### config.mk
export PLATFORM = sky130hd
export DESIGN_NAME = branch_predict_unit
export DESIGN_NICKNAME = d
export VERILOG_FILES = /design/src/rtl/branch_predict_unit.sv
export SDC_FILE = /design/constraint.sdc
export NUM_CORES = 2
export LEC_CHECK = 0
export CORE_MARGIN = 2
export CORE_UTILIZATION = 41
export DETAILED_ROUTE_END_ITERATION = 6
export PLACE_DENSITY = 0.57
export SLEW_MARGIN = 10
export SYNTH_ARGS = -nofsm -noshare
export SYNTH_HDL_FRONTEND = slang
export SYNTH_SLANG_ARGS = --single-unit
### constraint.sdc
create_clock -name clk -period 3.68 [get_ports clk]
set_input_delay 0.736 -clock clk [delete_from_list [all_inputs] [get_ports clk]]
set_output_delay 0.736 -clock clk [all_outputs]
set_load 0.02 [all_outputs]
### src/rtl/branch_predict_unit.sv
// Branch target buffer with 2-bit counters plus control-flow resolution and redirect.
// Optional performance counters are enabled by defining BRANCH_PERF_CNT_EN.
module branch_predict_unit #(
  parameter int XLEN  = 32,
  parameter int IDX_W = 6
) (
  input  logic            clk,
  input  logic            rst_n,
  input  logic            f_valid,
  input  logic [XLEN-1:0] f_pc,
  output logic            p_valid,
  output logic            p_taken,
  output logic [XLEN-1:0] p_target,
  input  logic            flush,
  input  logic            ex_valid,
  input  logic [XLEN-1:0] ex_pc,
  input  logic [XLEN-1:0] ex_rs_1,
  input  logic [XLEN-1:0] ex_rs_2,
  input  logic [XLEN-1:0] ex_imm,
  input  logic [6:0]      ex_opcode,
  input  logic [2:0]      ex_func_3,
  input  logic            ex_pred_taken,
  input  logic [XLEN-1:0] ex_pred_target,
  output logic            r_valid,
  output logic            r_taken,
  output logic            r_mispredict,
  output logic [XLEN-1:0] r_target,
  output logic [XLEN-1:0] r_link,
  input  logic            perf_clr,
  output logic [31:0]     cnt_branch,
  output logic [31:0]     cnt_mispredict
);

  localparam int DEPTH = 1 << IDX_W;
  localparam int TAG_W = XLEN - IDX_W - 2;
  localparam logic [6:0] OP_JAL    = 7'b1101111;
  localparam logic [6:0] OP_JALR   = 7'b1100111;
  localparam logic [6:0] OP_BRANCH = 7'b1100011;

  logic             tbl_valid  [DEPTH];
  logic [TAG_W-1:0] tbl_tag    [DEPTH];
  logic [XLEN-1:0]  tbl_target [DEPTH];
  logic [1:0]       tbl_ctr    [DEPTH];

  logic [IDX_W-1:0] f_idx, ex_idx;
  logic [TAG_W-1:0] f_tag, ex_tag;
  logic             f_req, f_pred, ex_hit;
  logic             is_jal, is_jalr, is_br, is_cf, br_known, br_cond;
  logic             taken, mispredict, entry_wr, ctr_wr;
  logic [XLEN-1:0]  jalr_sum, target, link;
  logic [1:0]       ctr_next;
  logic             unused_sig;

  assign f_idx  = f_pc[IDX_W+1:2];
  assign f_tag  = f_pc[XLEN-1:IDX_W+2];
  assign ex_idx = ex_pc[IDX_W+1:2];
  assign ex_tag = ex_pc[XLEN-1:IDX_W+2];
  assign f_req  = f_valid && !flush;
  assign f_pred = tbl_valid[f_idx] && (tbl_tag[f_idx] == f_tag) && tbl_ctr[f_idx][1];
  assign ex_hit = tbl_valid[ex_idx] && (tbl_tag[ex_idx] == ex_tag);
  assign unused_sig = ^{f_pc[1:0], perf_clr};

  // Nonblocking table writes give read-before-write for a same-cycle lookup.
  always_ff @(posedge clk or negedge rst_n) begin
    if (!rst_n) begin
      p_valid  <= 1'b0;
      p_taken  <= 1'b0;
      p_target <= '0;
    end else begin
      p_valid  <= f_req;
      p_taken  <= f_req && f_pred;
      p_target <= (f_req && f_pred) ? tbl_target[f_idx] : '0;
    end
  end

  always_comb begin
    is_jal   = ex_valid && (ex_opcode == OP_JAL);
    is_jalr  = ex_valid && (ex_opcode == OP_JALR);
    is_br    = ex_valid && (ex_opcode == OP_BRANCH);
    is_cf    = is_jal || is_jalr || is_br;
    br_known = (ex_func_3[2:1] != 2'b01);
    case (ex_func_3)
      3'b000:  br_cond = (ex_rs_1 == ex_rs_2);
      3'b001:  br_cond = (ex_rs_1 != ex_rs_2);
      3'b100:  br_cond = ($signed(ex_rs_1) <  $signed(ex_rs_2));
      3'b101:  br_cond = ($signed(ex_rs_1) >= $signed(ex_rs_2));
      3'b110:  br_cond = (ex_rs_1 <  ex_rs_2);
      3'b111:  br_cond = (ex_rs_1 >= ex_rs_2);
      default: br_cond = 1'b0;
    endcase
    taken      = is_jal || is_jalr || (is_br && br_cond);
    jalr_sum   = ex_rs_1 + ex_imm;
    target     = is_jalr ? {jalr_sum[XLEN-1:1], 1'b0} : (ex_pc + ex_imm);
    link       = ex_pc + XLEN'(4);
    mispredict = (taken != ex_pred_taken) || (taken && (target != ex_pred_target));
  end

  // Jumps always (re)allocate as strongly taken; branches train only on known conditions.
  always_comb begin
    entry_wr = is_jal || is_jalr || (is_br && br_known && taken);
    ctr_wr   = 1'b0;
    ctr_next = tbl_ctr[ex_idx];
    if (is_jal || is_jalr) begin
      ctr_wr   = 1'b1;
      ctr_next = 2'b11;
    end else if (is_br && br_known && ex_hit) begin
      ctr_wr = 1'b1;
      if (taken) ctr_next = (tbl_ctr[ex_idx] == 2'b11) ? 2'b11 : tbl_ctr[ex_idx] + 2'd1;
      else       ctr_next = (tbl_ctr[ex_idx] == 2'b00) ? 2'b00 : tbl_ctr[ex_idx] - 2'd1;
    end else if (is_br && br_known && taken) begin
      ctr_wr   = 1'b1;
      ctr_next = 2'b10;
    end
  end

  always_ff @(posedge clk or negedge rst_n) begin
    if (!rst_n) begin
      for (int i = 0; i < DEPTH; i++) begin
        tbl_valid[i] <= 1'b0;
        tbl_ctr[i]   <= 2'b01;
      end
    end else begin
      if (entry_wr) tbl_valid[ex_idx] <= 1'b1;
      if (ctr_wr)   tbl_ctr[ex_idx]   <= ctr_next;
    end
  end

  always_ff @(posedge clk) begin
    if (entry_wr) begin
      tbl_tag[ex_idx]    <= ex_tag;
      tbl_target[ex_idx] <= target;
    end
  end

  always_ff @(posedge clk or negedge rst_n) begin
    if (!rst_n) begin
      r_valid      <= 1'b0;
      r_taken      <= 1'b0;
      r_mispredict <= 1'b0;
      r_target     <= '0;
      r_link       <= '0;
    end else begin
      r_valid      <= is_cf;
      r_taken      <= is_cf && taken;
      r_mispredict <= is_cf && mispredict;
      r_target     <= is_cf ? (taken ? target : link) : '0;
      r_link       <= is_cf ? link : '0;
    end
  end

`ifdef BRANCH_PERF_CNT_EN
  always_ff @(posedge clk or negedge rst_n) begin
    if (!rst_n) begin
      cnt_branch     <= '0;
      cnt_mispredict <= '0;
    end else if (perf_clr) begin
      cnt_branch     <= '0;
      cnt_mispredict <= '0;
    end else begin
      if (is_cf)               cnt_branch     <= cnt_branch + 32'd1;
      if (is_cf && mispredict) cnt_mispredict <= cnt_mispredict + 32'd1;
    end
  end
`else
  assign cnt_branch     = '0;
  assign cnt_mispredict = '0;
`endif

endmodule
# Word-level counts from Yosys, hierarchy flattened
# Memory sizes are Yosys's and may differ from the RTL's.
# Cells that the tools add are included.
# Widths: inputs -> output; s select.
# op_classes
mux	34
n_addsub	5
reduce_logical	24
n_bitwise	3
eq_ne	16
magnitude_cmp	7
# op_table
operator	n
$mux 32	5
$bwmux 128	1
$add 32x32->32	2
$ge 32x32->1	2
$lt 32x32->1	2
$ne 32x32->1	2
$or 64x64->64	1
$eq 24x24->1	2
$add 32x3->32 const B	1
$eq 32x32->1	1
$bmux 2 s6	2
$mux 2	11
$eq 7x7->1 const B	3
$logic_and 1x1->1	16
$ge 7x7->1 const B	2
$not 6->7	2
$bmux 1 s6	2
$demux 2 s6	1
$eq 3x3->1 const B	4
$mux 1	10
$lt 7x1->1 const B	1
$demux 1 s6	1
$pmux 1 s6	1
$logic_or 1x1->1	5
9 further kinds	9
# word_totals
mem_count	2
elab_cells	227
inputBits	209
ram_bits	3584
out_inout_bits	165
register_bits	293
# mem_list
name	depth	width	read_ports	rd_ports_with_merged_regs	wr	line	text
tbl_target	64	32	1	0	1	42	logic [XLEN-1:0] tbl_target [DEPTH];
tbl_tag	64	24	2	0	1	41	logic [TAG_W-1:0] tbl_tag [DEPTH];

# Depth between registers and ports, before layout
# logic_depth
word_depth	10
ltp_mapped	21
ltp_nobuf	14

# Worst setup path before layout
# No wires, ideal clock.
# synth_path
path_type	input to register
start	input ex_rs_2[31]
end	memory tbl_tag[16][0] in the netlist's numbering, enable pin
setup_ns	0.471
required_ns	3.209
stages	12
setup_slack_ns	-2.456
arrival_ns	5.665
path_cell_list	inv_1 ha_1 nand4_1 nor4_1 and4_1 o21ba_2 o211ai_1 mux2_2 nand2_1 clkbuf_1 nand2_1 nor2_1
# synth_between
elab_chain_cells	8
elab_cells_between_ends	13
classes_between	4 x order compare; 2 x eq/ne; 3 x mux; 4 x reduce/logical
# synth_rtl
element	line	text
from (decl)	18	input logic [XLEN-1:0] ex_rs_2,
$ge 32x32->1 (tied with other cells)	88	3'b111: br_cond = (ex_rs_1 >= ex_rs_2);
$pmux 1 s6 *	82	case (ex_func_3)
$logic_and 1x1->1 *	91	taken = is_jal || is_jalr || (is_br && br_cond);
$logic_or 1x1->1 *	91	
$logic_and 1x1->1 *	100	entry_wr = is_jal || is_jalr || (is_br && br_known && taken);
$logic_or 1x1->1 *	100	
$mux 1 *	129	if (entry_wr) begin
$mux 1 (implied by the code) *	130	tbl_tag[ex_idx] <= ex_tag;
to (decl)	41	
# Every way passes the cells marked *; elsewhere a longest branch is shown, timed or not.

==> run_results.csv <==
group,metric,value,unit
critical_path,cp_slowest_stage_delay,850,ps
logic_synthesis,yosys_warnings,0,
floorplan,die_h,646.4,um
critical_path,crit_arrival,5410,ps
critical_path,cp_data_required_time,4610,ps
power_and_ir_drop,power_density,479.9,nW/um^2
sta,finalClockSkew,85.07,ps
logic_synthesis,syn_area,169200,um^2
routing,vias,108100,
logic_synthesis,synth_top_area_frac,0.6361,
floorplan,rows,235,
power_and_ir_drop,netSwitchingFraction,0.2424,
flow_run,max-cap-violations,0,
sta,setup_viol,179,
cts,ctsHtreeMaxLevel,5,
logic_synthesis,synth_edf_count,3584,
floorplan,io_pins,374,
cts,cts_root_buf,"clkbuf_16",
global_route,grt.total_usage,0.3192,
critical_path,worst_path_max_delay_cell,"a222oi_1",
layout,nFillCells,32590,
global_route,grt_overflow,0,
power_and_ir_drop,pwr-share-comb,0.108,
critical_path,worstSetupPathType,"flop to flop",
place,dp_hpwl,461.1,mm
critical_path,startpoint_type,"flop",
logic_synthesis,ys_async_sr_fraction,0.07557,
global_route,grt_antenna_before_repair,52,
floorplan,die-area,417800,um^2
critical_path,critPathCaptureType,"flop",
cts,cts_sinks,3877,
sta,worst_pin_slew,1086,ps
power_and_ir_drop,power_frac_clock,0.412,
logic_synthesis,syn_avg_cell_area,18.99,um^2
layout,fin_util,0.5228,
sta,hold_violations,0,
routing,drc_errors,17,
logic_synthesis,ys_types,97,
routing,drt_pass1_iterations,7,
routing,drt_iter0_drc,16890,
logic_synthesis,ys_ff_latch,3877,
layout,syn2layout_area_growth,26.72,%
power_and_ir_drop,leakagePower,73.64,nW
floorplan,start_util,0.4125,
status,violations,"DRC, setup timing",
cts,clk_pin_slew_worst_paths,60,ps
floorplan,dieWidth,646.4,um
place,place_ws,-2601,ps
sta,rsz0062_at_grt,"true",
critical_path,path_cells,"mux2_2, a221o_1, a22oi_1, o22ai_1, or3_4, nand4bb_1, buf_4, a222oi_1, nand4_1, buf_6, o21bai_4, buf_12, and2_4, clkbuf_16, nand2_4, mux2_4",
sta,fmaxAchievable,223.4,MHz
place,gp_congestion,0.9856,
routing,drt.antenna.violating_nets,0,
sta,hold_ws,96.83,ps
power_and_ir_drop,p_seq_frac,0.480,
layout,drive_above_1_share,0.4070,
power_and_ir_drop,p_switching,24.94,mW
routing,routed_wl,679.4,mm
sta,drv_slew,0,
global_route,grt_max_degree,145,
floorplan,core,410200,um^2
logic_synthesis,synth_seq_area_share,0.6799,
place,io_buffer_count,306,
logic_synthesis,synthCells,8911,
layout,final_nets,11240,
cts,tritoncts,"done",
power_and_ir_drop,vdd_ir_drop_max,0.0004307,V
sta,final.setup.worst_slack,-796.3,ps
power_and_ir_drop,internal_power,77.95,mW
status,status,"finished, violations left",
critical_path,r2r_setup_slack,-800,ps
sta,fin_crit_sh,1.216,
place,placed_cell_area,198400,um^2
sta,period_minus_slack,4476,ps
cts,cts_made_buffers,410,
critical_path,crit_family,"compound AO/OA/AOI/OAI gates",
sta,slew-limit-headroom,0.2762,
global_route,grt_pass1_vias,105900,
routing,viasPerCell,6.448,
routing,wl_per_cell,40.53,um
logic_synthesis,yosys.area.top_type,"edfxtp_1",
critical_path,path_buf_inv,4,
layout,final_area,214400,um^2
logic_synthesis,synthTopCellsByArea,"edfxtp_1 64%, mux4_2 17%, dfrtp_1 3.4%",
cts,clk_latency,1050,ps
critical_path,cp_max_fo,8,
global_route,grt_pass1_wl,910.5,mm
cts,clk_path_buf_depth,4,
hold_path,min_path_type,"input port to flop",
logic_synthesis,synth_top_flop_cell,"edfxtp_1",
-- logic make-up (layout without fill, tap and decap cells) --
logic type / Yosys count / count (layout) / share of synthesized area
DFF: 3877 / 3877 / 0.6799
AOI/OAI and AO/OA: 1258 / 1258 / 0.05151
muxes: 1779 / 1779 / 0.2018
buffers and inverters: 766 / 3072 / 0.02292
xor gates and xnor gates: 153 / 153 / 0.008008
other: 1 / 97 / 0.00002216
adders and majority gates: 98 / 98 / 0.007313
and+or+nand+nor: 979 / 979 / 0.02858
-- sequential cells by signal, indices dropped and copies added (netlist names) --
name and count:
p_taken 1, p_target 32, p_valid 1, r_link 32, r_mispredict 1, r_taken 1
r_target 32, r_valid 1, tbl_ctr 128, tbl_tag 1536, tbl_target 2048, tbl_valid 64
-- cell usage after synthesis (20+ instances only) --
master,instances
and3_1,37
mux2i_1,246
a221o_1,42
mux2_2,232
nand2b_1,24
buf_6,45
or2_2,70
dfrtp_1,229
a31oi_1,36
o2bb2ai_1,44
clkbuf_1,296
a221oi_1,141
mux4_2,1274
o22a_1,23
a21oi_1,339
nand2_1,304
or3_1,20
ha_1,94
o221ai_1,30
buf_4,114
nand4_1,50
xnor2_1,72
o22ai_1,65
nand3_1,57
nor2b_1,53
a211oi_1,56
a22o_1,30
dfstp_2,64
buf_2,117
o21ai_0,156
xor2_1,80
a21o_1,33
buf_1,112
inv_1,73
and2_1,26
nor3_1,29
a22oi_1,113
o211ai_1,26
nor2_1,231
edfxtp_1,3584
-- routing by layer --
metal	part of all wire	up-vias	GRT usage
li1	-	41380	-
met1	0.38	57630	0.4319
met2	0.45	7520	0.4846
met3	0.11	1529	0.07865
met4	0.058	24	0.1558
met5	0.00025	-	0
-- path summary, 6_finish.rpt --
check | startpoint | endpoint | depth (start not counted)
worst max-delay path | tbl_tag[3][15]$_DFFE_PP_ | tbl_ctr[62]$_DFFE_PN1P_ | 16
worst min-delay path | ex_pc[0] | r_link[0]$_DFF_PN0_ | 2
worst max register to register | tbl_tag[3][15]$_DFFE_PP_ | tbl_ctr[62]$_DFFE_PN1P_ | 16
worst min register to register | tbl_valid[20]$_DFFE_PN0N_ | tbl_valid[20]$_DFFE_PN0N_ | 1
max in group asynchronous | rst_n | tbl_valid[62]$_DFFE_PN0N_ | 3
min in group asynchronous | rst_n | tbl_valid[8]$_DFFE_PN0N_ | 2
-- cell type report --
class	instances	area [um^2]	share of cell area
Inverter	74	315.3	0.001470
Timing Repair Buffer	2237	25680	0.1198
Tap cell	5451	6820	0.03181
Sequential cell	3877	115000	0.5365
Clock inverter	235	2625	0.01224
Clock buffer	526	11030	0.05144
Multi-Input combinational cell	4331	52830	0.2464
Antenna cell	33	82.58	0.0003851
-- cells in the final DEF (no fill, tap or decap), drive strengths merged, types with 33 or more instances in the layout --
master / count
buf: 1957
o21ai: 157
mux2i: 246
dfstp: 64
a21o: 33
diode: 33
a221oi: 141
nand3: 57
nand4: 51
a221o: 42
xnor2: 72
clkdlybuf4s50: 262
nor2: 231
and3: 37
edfxtp: 3584
clkbuf: 538
clkinv: 167
dfrtp: 229
or2: 70
o2bb2ai: 44
conb: 64
a211oi: 57
bufinv: 41
xor2: 80
nand2: 305
a21oi: 339
mux2: 259
o22ai: 65
mux4: 1274
inv: 82
nor2b: 53
a22oi: 113
a31oi: 36
ha: 94
-- power groups by stage --
| stage | clock network (mW) | logic, mW | registers [mW] |
|---|---|---|---|
| finish | 42.4 | 11.1 | 49.4 |
| global route | 44.5 | 11.5 | 49.4 |
| CTS | 42.8 | 10.8 | 49.4 |
| detailed placement | 0 | 10.7 | 50.3 |
| global placement | 0 | 10.5 | 50.3 |
| floorplan | 0 | 4.96 | 50.4 |
-- repair_timing --
action / 4_1_cts / 5_1_grt
buffers inserted: 23 / 22
gates cloned: 6 / 10
pin swaps: 68 / 36
hold endpoints to repair: 40 / 0
gates resized for setup: 222 / 164
setup endpoints to repair: 2903 / 428
hold buffers: 1 / 0
-- stage by stage --
step / total power [mW] / setup TNS [ps] / instances
after floorplan: 55.35 / -2237120 / 8974
after global placement: 60.77 / -5625300 / 15920
after detailed placement: 60.96 / -5663050 / 15920
after CTS: 103.0 / -68920 / 16710
after global routing: 105.3 / -91110 / 16740
final: 102.9 / -101850 / 16760
(Power assumes the default switching activity.)
